## src/rtl/rv_pkg.sv

```systemverilog
// Shared RV32I control definitions: opcode values, control-FSM state encodings
// and datapath select encodings used by the multi-cycle core.
package rv_pkg;

    localparam int unsigned OPC_W   = 7;
    localparam int unsigned STATE_W = 3;

    // Major opcodes (inst[6:0])
    localparam logic [OPC_W-1:0] OPC_OP     = 7'b0110011;
    localparam logic [OPC_W-1:0] OPC_OP_IMM = 7'b0010011;
    localparam logic [OPC_W-1:0] OPC_LOAD   = 7'b0000011;
    localparam logic [OPC_W-1:0] OPC_STORE  = 7'b0100011;
    localparam logic [OPC_W-1:0] OPC_BRANCH = 7'b1100011;
    localparam logic [OPC_W-1:0] OPC_JAL    = 7'b1101111;
    localparam logic [OPC_W-1:0] OPC_JALR   = 7'b1100111;
    localparam logic [OPC_W-1:0] OPC_LUI    = 7'b0110111;
    localparam logic [OPC_W-1:0] OPC_AUIPC  = 7'b0010111;
    localparam logic [OPC_W-1:0] OPC_SYSTEM = 7'b1110011;

    // Control FSM states (visible on state_o)
    localparam logic [STATE_W-1:0] ST_FETCH  = 3'd0;
    localparam logic [STATE_W-1:0] ST_DECODE = 3'd1;
    localparam logic [STATE_W-1:0] ST_EXEC   = 3'd2;
    localparam logic [STATE_W-1:0] ST_MEM    = 3'd3;
    localparam logic [STATE_W-1:0] ST_WB     = 3'd4;
    localparam logic [STATE_W-1:0] ST_STOP   = 3'd5;

    // Next-PC source
    localparam logic [1:0] PC_SEL_PLUS4 = 2'd0;
    localparam logic [1:0] PC_SEL_IMM   = 2'd1;
    localparam logic [1:0] PC_SEL_ALU   = 2'd2;

    // Register-file write-back source
    localparam logic [1:0] WB_SEL_ALU  = 2'd0;
    localparam logic [1:0] WB_SEL_LOAD = 2'd1;
    localparam logic [1:0] WB_SEL_PC4  = 2'd2;
    localparam logic [1:0] WB_SEL_IMM  = 2'd3;

    // True for every opcode the core implements
    function automatic logic opcode_legal(input logic [OPC_W-1:0] opc);
        case (opc)
            OPC_OP, OPC_OP_IMM, OPC_LOAD, OPC_STORE, OPC_BRANCH,
            OPC_JAL, OPC_JALR, OPC_LUI, OPC_AUIPC, OPC_SYSTEM: return 1'b1;
            default:                                           return 1'b0;
        endcase
    endfunction

endpackage

```

## src/rtl/multicycle_ctrl.sv

```systemverilog
// Multi-cycle control FSM for the RV32I core.
// Sequences FETCH -> DECODE -> EXEC -> (MEM) -> (WB) over the shared datapath.
// Inputs : clk, rst_n, opcode/func3 (from IR), branch_cond, imem_ack, dmem_ack
// Outputs: imem_req, dmem_req, dmem_we, ir_we, pc_we, pc_sel, alu_a_sel,
//          alu_b_sel, rf_we, wb_sel (all decoded from state + opcode),
//          state_o, trap/halt (sticky), instret (retired count).
module multicycle_ctrl
    import rv_pkg::*;
#(
    parameter int unsigned MEM_TIMEOUT = 16,
    parameter int unsigned CNT_W       = 32
) (
    input  logic                 clk,
    input  logic                 rst_n,
    input  logic [6:0]           opcode,
    input  logic [2:0]           func3,
    input  logic                 branch_cond,
    input  logic                 imem_ack,
    input  logic                 dmem_ack,
    output logic                 imem_req,
    output logic                 dmem_req,
    output logic                 dmem_we,
    output logic                 ir_we,
    output logic                 pc_we,
    output logic [1:0]           pc_sel,
    output logic                 alu_a_sel,
    output logic                 alu_b_sel,
    output logic                 rf_we,
    output logic [1:0]           wb_sel,
    output logic [2:0]           state_o,
    output logic                 trap,
    output logic                 halt,
    output logic [CNT_W-1:0]     instret
);

    // Wait counter only needs to reach MEM_TIMEOUT-1
    localparam int unsigned WAIT_W = $clog2(MEM_TIMEOUT);

    logic [STATE_W-1:0] state_q, state_d;
    logic [WAIT_W-1:0]  wait_q, wait_d;
    logic               trap_q, trap_d;
    logic               halt_q, halt_d;
    logic [CNT_W-1:0]   instret_q;

    logic       timeout_c;
    logic       retire_c;
    logic       imem_req_c, dmem_req_c, dmem_we_c, ir_we_c, pc_we_c;
    logic       alu_a_sel_c, alu_b_sel_c, rf_we_c;
    logic [1:0] pc_sel_c, wb_sel_c;

    // func3 is decoded by the datapath (ALU/branch/load units), not here
    logic unused_func3_c;
    assign unused_func3_c = ^func3;

    assign timeout_c = (wait_q == WAIT_W'(MEM_TIMEOUT - 1));

    // Next-state and strobe decode
    always_comb begin
        state_d     = state_q;
        wait_d      = '0;
        trap_d      = trap_q;
        halt_d      = halt_q;
        retire_c    = 1'b0;
        imem_req_c  = 1'b0;
        dmem_req_c  = 1'b0;
        dmem_we_c   = 1'b0;
        ir_we_c     = 1'b0;
        pc_we_c     = 1'b0;
        pc_sel_c    = PC_SEL_PLUS4;
        alu_a_sel_c = 1'b0;
        alu_b_sel_c = 1'b0;
        rf_we_c     = 1'b0;
        wb_sel_c    = WB_SEL_ALU;

        case (state_q)
            ST_FETCH: begin
                imem_req_c = 1'b1;
                if (imem_ack) begin
                    ir_we_c = 1'b1;
                    state_d = ST_DECODE;
                end else if (timeout_c) begin
                    trap_d  = 1'b1;
                    state_d = ST_STOP;
                end else begin
                    wait_d = wait_q + WAIT_W'(1);
                end
            end

            ST_DECODE: begin
                if (!opcode_legal(opcode)) begin
                    trap_d  = 1'b1;
                    state_d = ST_STOP;
                end else if (opcode == OPC_SYSTEM) begin
                    halt_d  = 1'b1;
                    state_d = ST_STOP;
                end else begin
                    state_d = ST_EXEC;
                end
            end

            ST_EXEC: begin
                case (opcode)
                    OPC_OP, OPC_LUI: state_d = ST_WB;
                    OPC_OP_IMM: begin
                        alu_b_sel_c = 1'b1;
                        state_d     = ST_WB;
                    end
                    OPC_AUIPC: begin
                        // pc + imm
                        alu_a_sel_c = 1'b1;
                        alu_b_sel_c = 1'b1;
                        state_d     = ST_WB;
                    end
                    OPC_LOAD, OPC_STORE: begin
                        alu_b_sel_c = 1'b1;
                        state_d     = ST_MEM;
                    end
                    OPC_BRANCH: begin
                        pc_we_c  = 1'b1;
                        pc_sel_c = branch_cond ? PC_SEL_IMM : PC_SEL_PLUS4;
                        retire_c = 1'b1;
                        state_d  = ST_FETCH;
                    end
                    OPC_JAL, OPC_JALR: begin
                        pc_sel_c    = (opcode == OPC_JAL) ? PC_SEL_IMM : PC_SEL_ALU;
                        alu_b_sel_c = (opcode == OPC_JALR);
                        rf_we_c     = 1'b1;
                        wb_sel_c    = WB_SEL_PC4;
                        pc_we_c     = 1'b1;
                        retire_c    = 1'b1;
                        state_d     = ST_FETCH;
                    end
                    default: begin
                        // IR changed under us; treat as illegal
                        trap_d  = 1'b1;
                        state_d = ST_STOP;
                    end
                endcase
            end

            ST_MEM: begin
                dmem_req_c = 1'b1;
                dmem_we_c  = (opcode == OPC_STORE);
                if (dmem_ack) begin
                    if (opcode == OPC_STORE) begin
                        pc_we_c  = 1'b1;
                        retire_c = 1'b1;
                        state_d  = ST_FETCH;
                    end else begin
                        state_d = ST_WB;
                    end
                end else if (timeout_c) begin
                    trap_d  = 1'b1;
                    state_d = ST_STOP;
                end else begin
                    wait_d = wait_q + WAIT_W'(1);
                end
            end

            ST_WB: begin
                rf_we_c  = 1'b1;
                wb_sel_c = (opcode == OPC_LOAD) ? WB_SEL_LOAD :
                           (opcode == OPC_LUI)  ? WB_SEL_IMM  : WB_SEL_ALU;
                pc_we_c  = 1'b1;
                retire_c = 1'b1;
                state_d  = ST_FETCH;
            end

            ST_STOP: state_d = ST_STOP;

            default: state_d = ST_STOP;
        endcase
    end

    // State, wait counter and sticky status
    always_ff @(posedge clk or negedge rst_n) begin
        if (!rst_n) begin
            state_q <= ST_FETCH;
            wait_q  <= '0;
            trap_q  <= 1'b0;
            halt_q  <= 1'b0;
        end else begin
            state_q <= state_d;
            wait_q  <= wait_d;
            trap_q  <= trap_d;
            halt_q  <= halt_d;
        end
    end

    // Retired-instruction counter, wraps naturally
    always_ff @(posedge clk or negedge rst_n) begin
        if (!rst_n) begin
            instret_q <= '0;
        end else if (retire_c) begin
            instret_q <= instret_q + CNT_W'(1);
        end
    end

    // Strobes are forced low the moment reset asserts, even mid-access
    assign imem_req  = rst_n & imem_req_c;
    assign dmem_req  = rst_n & dmem_req_c;
    assign dmem_we   = rst_n & dmem_we_c;
    assign ir_we     = rst_n & ir_we_c;
    assign pc_we     = rst_n & pc_we_c;
    assign alu_a_sel = rst_n & alu_a_sel_c;
    assign alu_b_sel = rst_n & alu_b_sel_c;
    assign rf_we     = rst_n & rf_we_c;
    assign pc_sel    = rst_n ? pc_sel_c : 2'b00;
    assign wb_sel    = rst_n ? wb_sel_c : 2'b00;

    assign state_o = state_q;
    assign trap    = trap_q;
    assign halt    = halt_q;
    assign instret = instret_q;

endmodule

```

## config.mk

```make
export PLATFORM = sky130hd
export DESIGN_NAME = multicycle_ctrl
export DESIGN_NICKNAME = d
export VERILOG_FILES = /design/src/rtl/rv_pkg.sv /design/src/rtl/multicycle_ctrl.sv
export SDC_FILE = /design/constraint.sdc
export NUM_CORES = 1
export LEC_CHECK = 0
export CAP_MARGIN = 5
export CORE_MARGIN = 2
export CORE_UTILIZATION = 52
export DETAILED_ROUTE_END_ITERATION = 12
export GPL_ROUTABILITY_DRIVEN = 0
export PLACE_DENSITY_LB_ADDON = 0.08
export SLEW_MARGIN = 5
export SYNTH_ARGS = -nofsm -noshare
export SYNTH_HDL_FRONTEND = slang
export SYNTH_SLANG_ARGS = --single-unit
```

## constraint.sdc

```tcl
create_clock -name clk -period 7.7 [get_ports clk]
set_input_delay 2.31 -clock clk [delete_from_list [all_inputs] [get_ports clk]]
set_output_delay 2.31 -clock clk [all_outputs]
set_load 0.005 [all_outputs]
```

==> results of run 1 <==
path summary, 6_finish.rpt:
check / endpoint / slack, ns / start / cells after the start
setup / recovery: pc_we / 0.88 / opcode[5] / 6
hold / removal: trap$_DFFE_PN0P_ / 0.46 / trap$_DFFE_PN0P_ / 1
setup reg to reg: instret[25]$_DFFE_PN0N_ / 5.52 / state_o[0]$_DFF_PN0_ / 5
hold reg to reg: trap$_DFFE_PN0P_ / 0.46 / trap$_DFFE_PN0P_ / 1
max in group asynchronous: instret[12]$_DFFE_PN0N_ / 5.15 / rst_n / 2
min in group asynchronous: halt$_DFFE_PN0P_ / 1.82 / rst_n / 1
critical path: cells and delay by family:
family,cells,cell delay [ns]
buffers and inverters,2,1.17
AND/OR/NAND/NOR,4,1.03
sequential cells by signal (all words and copies together), names as in the netlist:
| name | cells |
|---|---|
| wait_q | 4 |
| halt | 1 |
| trap | 1 |
| instret | 32 |
| state_o | 3 |
power by group:
part           switching (mW)  internal [mW]  leakage, nW  total, mW
combinational          0.0873         0.0836        0.641      0.171
clock                  0.0742         0.0726       0.0512      0.147
sequential             0.0358          0.235        0.518      0.270
layout make-up:
type | instances | area, um^2 | area share [%]
clock inverters | 2 | 13.8 | 0.449
multi-input cells | 187 | 1240 | 40.4
flip-flops and latches | 41 | 1030 | 33.5
clock buffers | 6 | 82.6 | 2.69
repair buffers | 64 | 626 | 20.4
well taps | 52 | 65.1 | 2.12
inverters | 4 | 15.0 | 0.490
through the flow:
stage                     cells  setup slack [ns]  instance area, um^2
after CTS                   356             0.878                 3070
after detailed placement    348             0.876                 2970
final                       356             0.883                 3070
after global routing        356             0.737                 3070
after global placement      348             0.876                 2970
after floorplan             241              1.84                 2340
logic make-up after synthesis:
logic type | synth area share [%]
fa+ha+maj | 1.07
simple gates | 31.5
compound gates | 7.91
buf+inv | 3.31
xor+xnor | 12.3
flops | 43.8
routing by layer:
layer	up-vias	track usage (%)	wire length, um
met2	65	38.4	2710
met3	9	3.42	229
li1	988	-	-
met1	972	28.0	2290
met5	-	0	0
met4	0	7.34	83
cell usage in the layout (no fill, tap or decap), types with 3 or more instances in the layout:
cell type / Yosys / routed
a21oi_1: 5 / 5
a31oi_1: 4 / 4
and2_1: 6 / 6
o22ai_1: 3 / 3
dfrtp_1: 41 / 41
and4_1: 3 / 3
nand3_1: 20 / 20
inv_1: 4 / 4
nor3_2: 3 / 3
or4_1: 3 / 3
nand4_1: 9 / 9
nand2_1: 24 / 24
xnor2_1: 24 / 24
o21ai_0: 5 / 5
xor2_1: 9 / 9
clkbuf_8: 0 / 6
buf_4: 1 / 4
nor3_1: 9 / 9
nor2_1: 17 / 17
clkdlybuf4s50_1: 0 / 59
and3_1: 9 / 9
cells in the mapped netlist, drive strengths merged, types with 2 or more instances:
library cell  count  area [um^2]
nand4b            2         17.5
buf               6         51.3
xor2              9         78.8
and2              6         37.5
a21oi             5         25.0
ha                2         25.0
xnor2            24          210
and3             10         67.6
a21o              2         15.0
dfrtp            41         1030
nand3            20          100
nand4             9         56.3
inv               4         15.0
nor2b             2         12.5
a31oi             4         25.0
clkbuf            3         11.3
or4               4         33.8
and4              3         26.3
o31ai             2         15.0
nor4              3         48.8
nand3b            3         35.0
nor3             12         75.1
nor4b             2         23.8
nor2             17         63.8
o21ai             5         25.0
nand2            25         96.4
a211o             2         17.5
or3               2         12.5
o22ai             3         18.8
==> run summary, run 1 <==
status = complete, no violations
largest net degree at the start of global routing = 45
crit-path cells = clkdlybuf4s50_1, or2b_1, or4_1, nand3_1, and2_1, clkdlybuf4s50_1
worst hold margin = 0.463 ns
htree depth = 2
crit start category = primary input
die width = 71.1 um
Post-Route WL = 5310 um
Slew Limit Fails = 0
RSZ-0062 raised after global routing = no
Pwr Density = 192 nW/um^2
die height = 71.1 um
Clock Path Buffers = 2
Max Cap Violations = 0
Hold Crit Class = reg -> reg
Area Growth Syn to Fin = 30.9%
Clock Skews = 0.00869 ns
gr usage total = 22.1%
Setup crit end kind = primary output
CTS Buf Count = 5
Worst-Skew Late Latency = 0.29 ns
setup bufs post-CTS = 0
leak pwr = 1.21 nW
Final Cycle Share = 88.5%
Power Total = 0.588 mW
syn nets = 258
TNS Setup = 0 ns
Mapped Cells = 241
fin nets = 320
initial drt markers = 97
share of cells above drive strength 1 = 7.89%
Highest Clock Rate = 147 MHz
placed wire-length estimate = 3900 um
io pins = 64
Antenna Violating Nets Remaining = 0
port bufs = 60
Via density = 5.71
crit-path max FO = 11
post-CTS resize count = 0
synthesized cell area = 2340 um^2
DR DRC count = 0
Fillers = 376
final setup fails = 0
die area = 5050 um^2
Post-synth EDFFs = 0
CP max-delay cell = clkdlybuf4s50_1
Post-synth top flop = dfrtp_1
CP Data Required Time = 5.39 ns
DR WL/cell = 14.9 um
final hold vios = 0
Avg Inst Size Synth = 9.71 um^2
vias in the first global route = 1976
Worst Path Arrival = 4.51 ns
post-synth cell types = 47
CP most frequent cell = clkdlybuf4s50_1
CORE AREA = 4350 um^2
final core utilization = 70.4%
#FFs+latches synth = 41
Crit path largest cell delay = 0.68 ns
Rel. slew slack = 65.5%
global-route wire length before repair = 9030 um
VDD IR-drop max = 0.125 mV
Synth async-reset ratio = 100%
GRT Residual Overflow = 0
Root Driver = clkbuf_8
drt first pass iters = 4
antenna cells = 0
Via Count = 2034
register area share after synthesis = 43.8%
antenna violations before repair = 0
Initial Util = 53.8%
Least-Margin Pin Slew = 0.518 ns
CTS tree = yes
clock sinks = 41
Cell Rows = 24
cts hold-fix bufs = 0
Setup CP Type = in -> out
minimum clock period = 6.82 ns
yosys warns = 0
clock-pin slew of the registers on the worst-case setup and hold paths = 0.08 ns
No activity file was read; power rests on OpenSTA's default activity.
==> inputs of run 2 (changes only) <==
Settings changed: PLACE_DENSITY set to 0.95, PLACE_DENSITY_LB_ADDON 0.08 to unset, REMOVE_ABC_BUFFERS set to 1, SLEW_MARGIN 5 to 10.
==> run summary, run 2 (synthesized netlist as in run 1, its figures left out) <==
Post-Route WL = 5470 um (+2.9%)
Initial Util = 53.8% (unchanged)
crit-path max FO = 11 (unchanged)
most common cell after layout, fill and taps aside = clkdlybuf4s50_1
Clock Skews = 0.00480 ns (-0.00389 ns)
port bufs = 60 (unchanged)
drt first pass iters = 4 (unchanged)
antenna cells = 0 (unchanged)
Area Growth Syn to Fin = 30.7%
reg2reg setup slack = 5.51 ns (about the same)
crit-path cells = clkdlybuf4s50_1, or2b_1, or4_1, nand3_1, and2_1, clkdlybuf4s50_1
Crit path largest cell delay = 0.71 ns (+0.03 ns)
vias in the first global route = 2033 (+2.9%)
final worst setup slack = 0.789 ns (-0.0942 ns)
Least-Margin Pin Slew = 0.440 ns (-0.0775 ns)
CP top delay family = buffers and inverters
worst path bufs/invs = 2 (unchanged)
pre-CTS setup slack = 0.806 ns (-0.0700 ns)
fin nets = 320 (unchanged)
VDD IR-drop max = 0.118 mV (-5.4%)
GRT Residual Overflow = 0 (unchanged)
Worst-Skew Late Latency = 0.29 ns (about the same)
Slew Limit Fails = 0 (unchanged)
gr usage total = 23.5% (+1.5 points)
antenna violations before repair = 0 (unchanged)
Setup CP Type = in -> out
initial drt markers = 119 (+23%)
leak pwr = 1.20 nW (-0.65%)
Max Cap Violations = 0 (unchanged)
Pwr Density = 192 nW/um^2 (about the same)
placed wire-length estimate = 4040 um (+3.7%)
Root Driver = clkbuf_8
die width = 71.1 um (unchanged)
clock sinks = 41 (unchanged)
Cell Rows = 24 (unchanged)
placed instance count = 348 (unchanged)
setup bufs post-CTS = 0 (unchanged)
max reg flops = 32 (unchanged)
largest net degree at the start of global routing = 33 (-27%)
cts hold-fix bufs = 0 (unchanged)
Via Count = 2113 (+3.9%)
DR WL/cell = 15.4 um (+3.2%)
minimum clock period = 6.91 ns (+0.0942 ns)
CP most frequent cell = clkdlybuf4s50_1
Clock Path Buffers = 2 (unchanged)
DR DRC count = 0 (unchanged)
status = complete, no violations
CP Data Required Time = 5.39 ns (about the same)
die height = 71.1 um (unchanged)
Highest Clock Rate = 145 MHz (-1.4%)
final hold vios = 0 (unchanged)
TNS Setup = 0 ns (unchanged)
die area = 5050 um^2 (unchanged)
CTS Buf Count = 5 (unchanged)
clock-pin slew of the registers on the worst-case setup and hold paths = 0.07 ns (about the same)
CTS tree = yes
crit start category = primary input
CP max-delay cell = clkdlybuf4s50_1
non-filler cells, final = 355 (-0.28%)
Setup crit end kind = primary output
worst hold margin = 0.488 ns (+0.0256 ns)
CORE AREA = 4350 um^2 (unchanged)
most frequent cells in the layout = clkdlybuf4s50_1 (59), dfrtp_1 (41), nand2_1 (24), xnor2_1 (24), nand3_1 (20)
io pins = 64 (unchanged)
post-CTS resize count = 0 (unchanged)
Antenna Violating Nets Remaining = 0 (unchanged)
Hold Crit Class = reg -> reg
Rel. slew slack = 70.6% (+5.1 points)
Worst Path Arrival = 4.60 ns (+0.09 ns)
htree depth = 2 (unchanged)
RSZ-0062 raised after global routing = no
Final Cycle Share = 89.8% (+1.2 points)
final setup fails = 0 (unchanged)
global-route wire length before repair = 9420 um (+4.4%)
Power Total = 0.587 mW (-0.21%)
share of cells above drive strength 1 = 7.59% (-0.30 points)
Via density = 5.95 (+4.2%)
==> run 2: cell count changes in the layout (fill, tap and decap cells not counted) <==
cell and change:
clkinv_4 -1, clkinvlp_4 +1, clkinv_2 -1
==> run 2: worst register-to-register path, delay by kind of cell (launching register included) <==
| kind | cells | cell delay (ns) |
|---|---|---|
| DFF | 1 | 0.53 |
| and+or+nand+nor | 4 | 1.40 |
| xor gates and xnor gates | 1 | 0.18 |
==> run 2: report_power, final <==
group | switching (mW) | total (mW) | leakage [nW] | internal [mW]
Clock | 0.0738 | 0.145 | 0.0433 | 0.0709
Sequential | 0.0355 | 0.270 | 0.518 | 0.235
Combinational | 0.0886 | 0.172 | 0.641 | 0.0836
==> run 2: worst paths after layout <==
path,start,to,cells after the start
worst max-delay path,opcode[5],pc_we,6
worst min register to register,halt$_DFFE_PN0P_,halt$_DFFE_PN0P_,1
max in group asynchronous,rst_n,instret[7]$_DFFE_PN0N_,2
worst min-delay path,halt$_DFFE_PN0P_,halt$_DFFE_PN0P_,1
worst max register to register,state_o[0]$_DFF_PN0_,instret[25]$_DFFE_PN0N_,5
min in group asynchronous,rst_n,instret[23]$_DFFE_PN0N_,1
==> run 2: routing by layer <==
layer | share of wire [%] | track usage (%)
met5 | 0 | 0
met4 | 2.4 | 9.64
met2 | 49 | 37.8
met1 | 42 | 30.7
met3 | 7.4 | 5.70
==> run 2: area by class of cell <==
type                            count  area [um^2]
Fill cell                         312         1290
Multi-Input combinational cell    187         1240
Sequential cell                    41         1030
Timing Repair Buffer               64          626
Clock buffer                        6         82.6
Tap cell                           52         65.1
Inverter                            4         15.0
Clock inverter                      1         7.51
==> run 2: metrics by stage <==
step | instance area, um^2 | utilization (%)
final | 3060 | 70.3
after global routing | 3060 | 70.3
after CTS | 3060 | 70.3
after detailed placement | 2970 | 68.2
after global placement | 2970 | 68.2
after floorplan | 2280 | -
==> inputs of run 3 (changes only) <==
Settings changed: CORE_UTILIZATION 52 to 48, CTS_CLUSTER_SIZE set to 28, PLACE_DENSITY 0.95 to 0.91.
Clock period 7.7 ns to 7.75 ns, I/O delays scaled along.
==> run summary, run 3 (synthesized netlist as in run 1, its figures left out) <==
DR DRC count = 0 (unchanged)
post-CTS resize count = 0 (unchanged)
placed wire-length estimate = 3830 um (-5.3%)
Pwr Density = 207 nW/um^2 (+7.6%)
gr usage total = 20.3% (-3.2 points)
global-route wire length before repair = 8760 um (-7.0%)
most common cell after layout, fill and taps aside = clkdlybuf4s50_1
Via density = 5.57 (-6.5%)
minimum clock period = 6.96 ns
most frequent cells in the layout = clkdlybuf4s50_1 (59), dfrtp_1 (41), nand2_1 (24), xnor2_1 (24), nand3_1 (20)
clock sinks = 41 (unchanged)
crit-path max FO = 11 (unchanged)
Worst R2R Start = instret[4]$_DFFE_PN0N_
CP Data Required Time = 5.43 ns (+0.04 ns)
CTS tree = yes
Worst-Skew Late Latency = 0.29 ns (about the same)
final core utilization = 65.9% (-4.4 points)
DR WL/cell = 14.3 um (-7.4%)
Worst Path Arrival = 4.63 ns (+0.03 ns)
antenna violations before repair = 0 (unchanged)
final setup fails = 0 (unchanged)
GRT met3 Usage = 5.49% (-0.21 points)
fin nets = 318 (-0.63%)
die width = 73.8 um (+3.9%)
io pins = 64 (unchanged)
Max Cap Violations = 0 (unchanged)
htree depth = 2 (unchanged)
Least-Margin Pin Slew = 0.899 ns (+0.459 ns)
max reg flops = 32 (unchanged)
vias in the first global route = 1955 (-3.8%)
Clock Path Buffers = 2 (unchanged)
clock power share = 31.9% (+7.3 points)
crit start category = primary input
sw frac = 30.6% (-3.1 points)
setup bufs post-CTS = 0 (unchanged)
CP max-delay cell = clkdlybuf4s50_1
register area = 1030 um^2 (unchanged)
Slew Limit Fails = 0 (unchanged)
share of cells above drive strength 1 = 7.28% (-0.31 points)
die height = 73.8 um (+3.9%)
port bufs = 60 (unchanged)
grt met1 use = 26.7% (-3.9 points)
Clock Skews = 0.00994 ns (+0.00514 ns)
gr busiest metal = met2
initial drt markers = 98 (-18%)
largest net degree at the start of global routing = 35 (+6.1%)
sequential share of power = 41.7% (-4.3 points)
antenna cells = 0 (unchanged)
VDD IR-drop max = 0.121 mV (+2.1%)
Root Driver = clkbuf_8
clock-pin slew of the registers on the worst-case setup and hold paths = 0.09 ns (+0.02 ns)
Final Cycle Share = 89.8%
Fillers = 363 (+16%)
Cell Rows = 25 (+4.2%)
Post-Route WL = 5260 um (-3.7%)
final hold vios = 0 (unchanged)
RSZ-0062 raised after global routing = no
Comb power frac = 26.4% (-2.9 points)
origin of the worst setup path = opcode[5]
worst path bufs/invs = 2 (unchanged)
hold_sp = instret[31]$_DFFE_PN0N_
crit-path cells = clkdlybuf4s50_1, or2b_1, or4_1, nand3_1, and2_1, clkdlybuf4s50_1
Highest Clock Rate = 144 MHz
status = complete, no violations
cell-internal power = 0.446 mW (+15%)
Setup crit end kind = primary output
Switch Pwr = 0.196 mW (-0.75%)
multi-input combinational cell area = 1240 um^2 (unchanged)
CORE AREA = 4720 um^2 (+8.5%)
Crit path largest cell delay = 0.70 ns (about the same)
non-filler cells, final = 369 (+3.9%)
Rel. slew slack = 39.6% (-31 points)
Final Cell Area = 3110 um^2 (+1.7%)
Via Count = 2054 (-2.8%)
met2 GRT Util = 33.2% (-4.6 points)
cts hold-fix bufs = 0 (unchanged)
final worst setup slack = 0.793 ns (+0.00379 ns)
GRT Residual Overflow = 0 (unchanged)
drt first pass iters = 4 (unchanged)
Initial Util = 49.6% (-4.2 points)
Hold Crit Class = reg -> reg
Setup CP Type = in -> out
Area Growth Syn to Fin = 32.9%
placed instance count = 361 (+3.7%)
die area = 5450 um^2 (+7.9%)
CTS Buf Count = 5 (unchanged)
TNS Setup = 0 ns (unchanged)
dpl cell area = 2970 um^2 (+0.13%)
CP most frequent cell = clkdlybuf4s50_1
Antenna Violating Nets Remaining = 0 (unchanged)
leak pwr = 1.22 nW (+1.2%)
CP top delay family = buffers and inverters
pre-CTS setup slack = 0.813 ns (+0.00631 ns)
run 3: worst register-to-register path, cell delays in order (launching register included):
cell and delay [ns]:
dfrtp_1 0.45, nand4_1 0.17, nor3_1 0.77, nand2_2 0.27
nor4b_2 0.31, xor2_1 0.18
run 3: path summary, 6_finish.rpt:
check                                          end  slack, ns  cells past startpoint
hold / removal             instret[31]$_DFFE_PN0N_       0.47                      1
min in group asynchronous   instret[1]$_DFFE_PN0N_       1.92                      1
max in group asynchronous  instret[25]$_DFFE_PN0N_       5.11                      2
setup reg to reg           instret[25]$_DFFE_PN0N_       5.52                      5
setup / recovery                             pc_we       0.79                      6
hold reg to reg            instret[31]$_DFFE_PN0N_       0.47                      1
run 3: per-stage QoR:
| step | power (mW) | hold WS (ns) |
|---|---|---|
| after floorplan | 0.354 | 0.451 |
| after global placement | 0.436 | 0.452 |
| after detailed placement | 0.440 | 0.452 |
| after CTS | 0.646 | 0.475 |
| after global routing | 0.678 | 0.486 |
| final | 0.642 | 0.470 |
run 3: final cells by class:
cell class | instances | area share [%]
inverters | 4 | 0.483
clock inverters | 3 | 2.21
multi-input cells | 187 | 39.8
flip-flops and latches | 41 | 33.0
repair buffers | 62 | 19.6
well taps | 67 | 2.70
clock buffers | 5 | 2.21
run 3: power groups by stage:
stage | Clock, mW | Sequential [mW] | Combinational (mW)
final | 0.205 | 0.268 | 0.170
after global routing | 0.218 | 0.271 | 0.189
after CTS | 0.208 | 0.267 | 0.171
after detailed placement | 0 | 0.270 | 0.170
after global placement | 0 | 0.270 | 0.165
after floorplan | 0 | 0.266 | 0.0887
run 3: routing by layer:
layer,up-vias,share of wire [%]
met5,-,0
met4,0,0.57
met3,6,6.4
met2,90,49
met1,973,44
li1,985,-
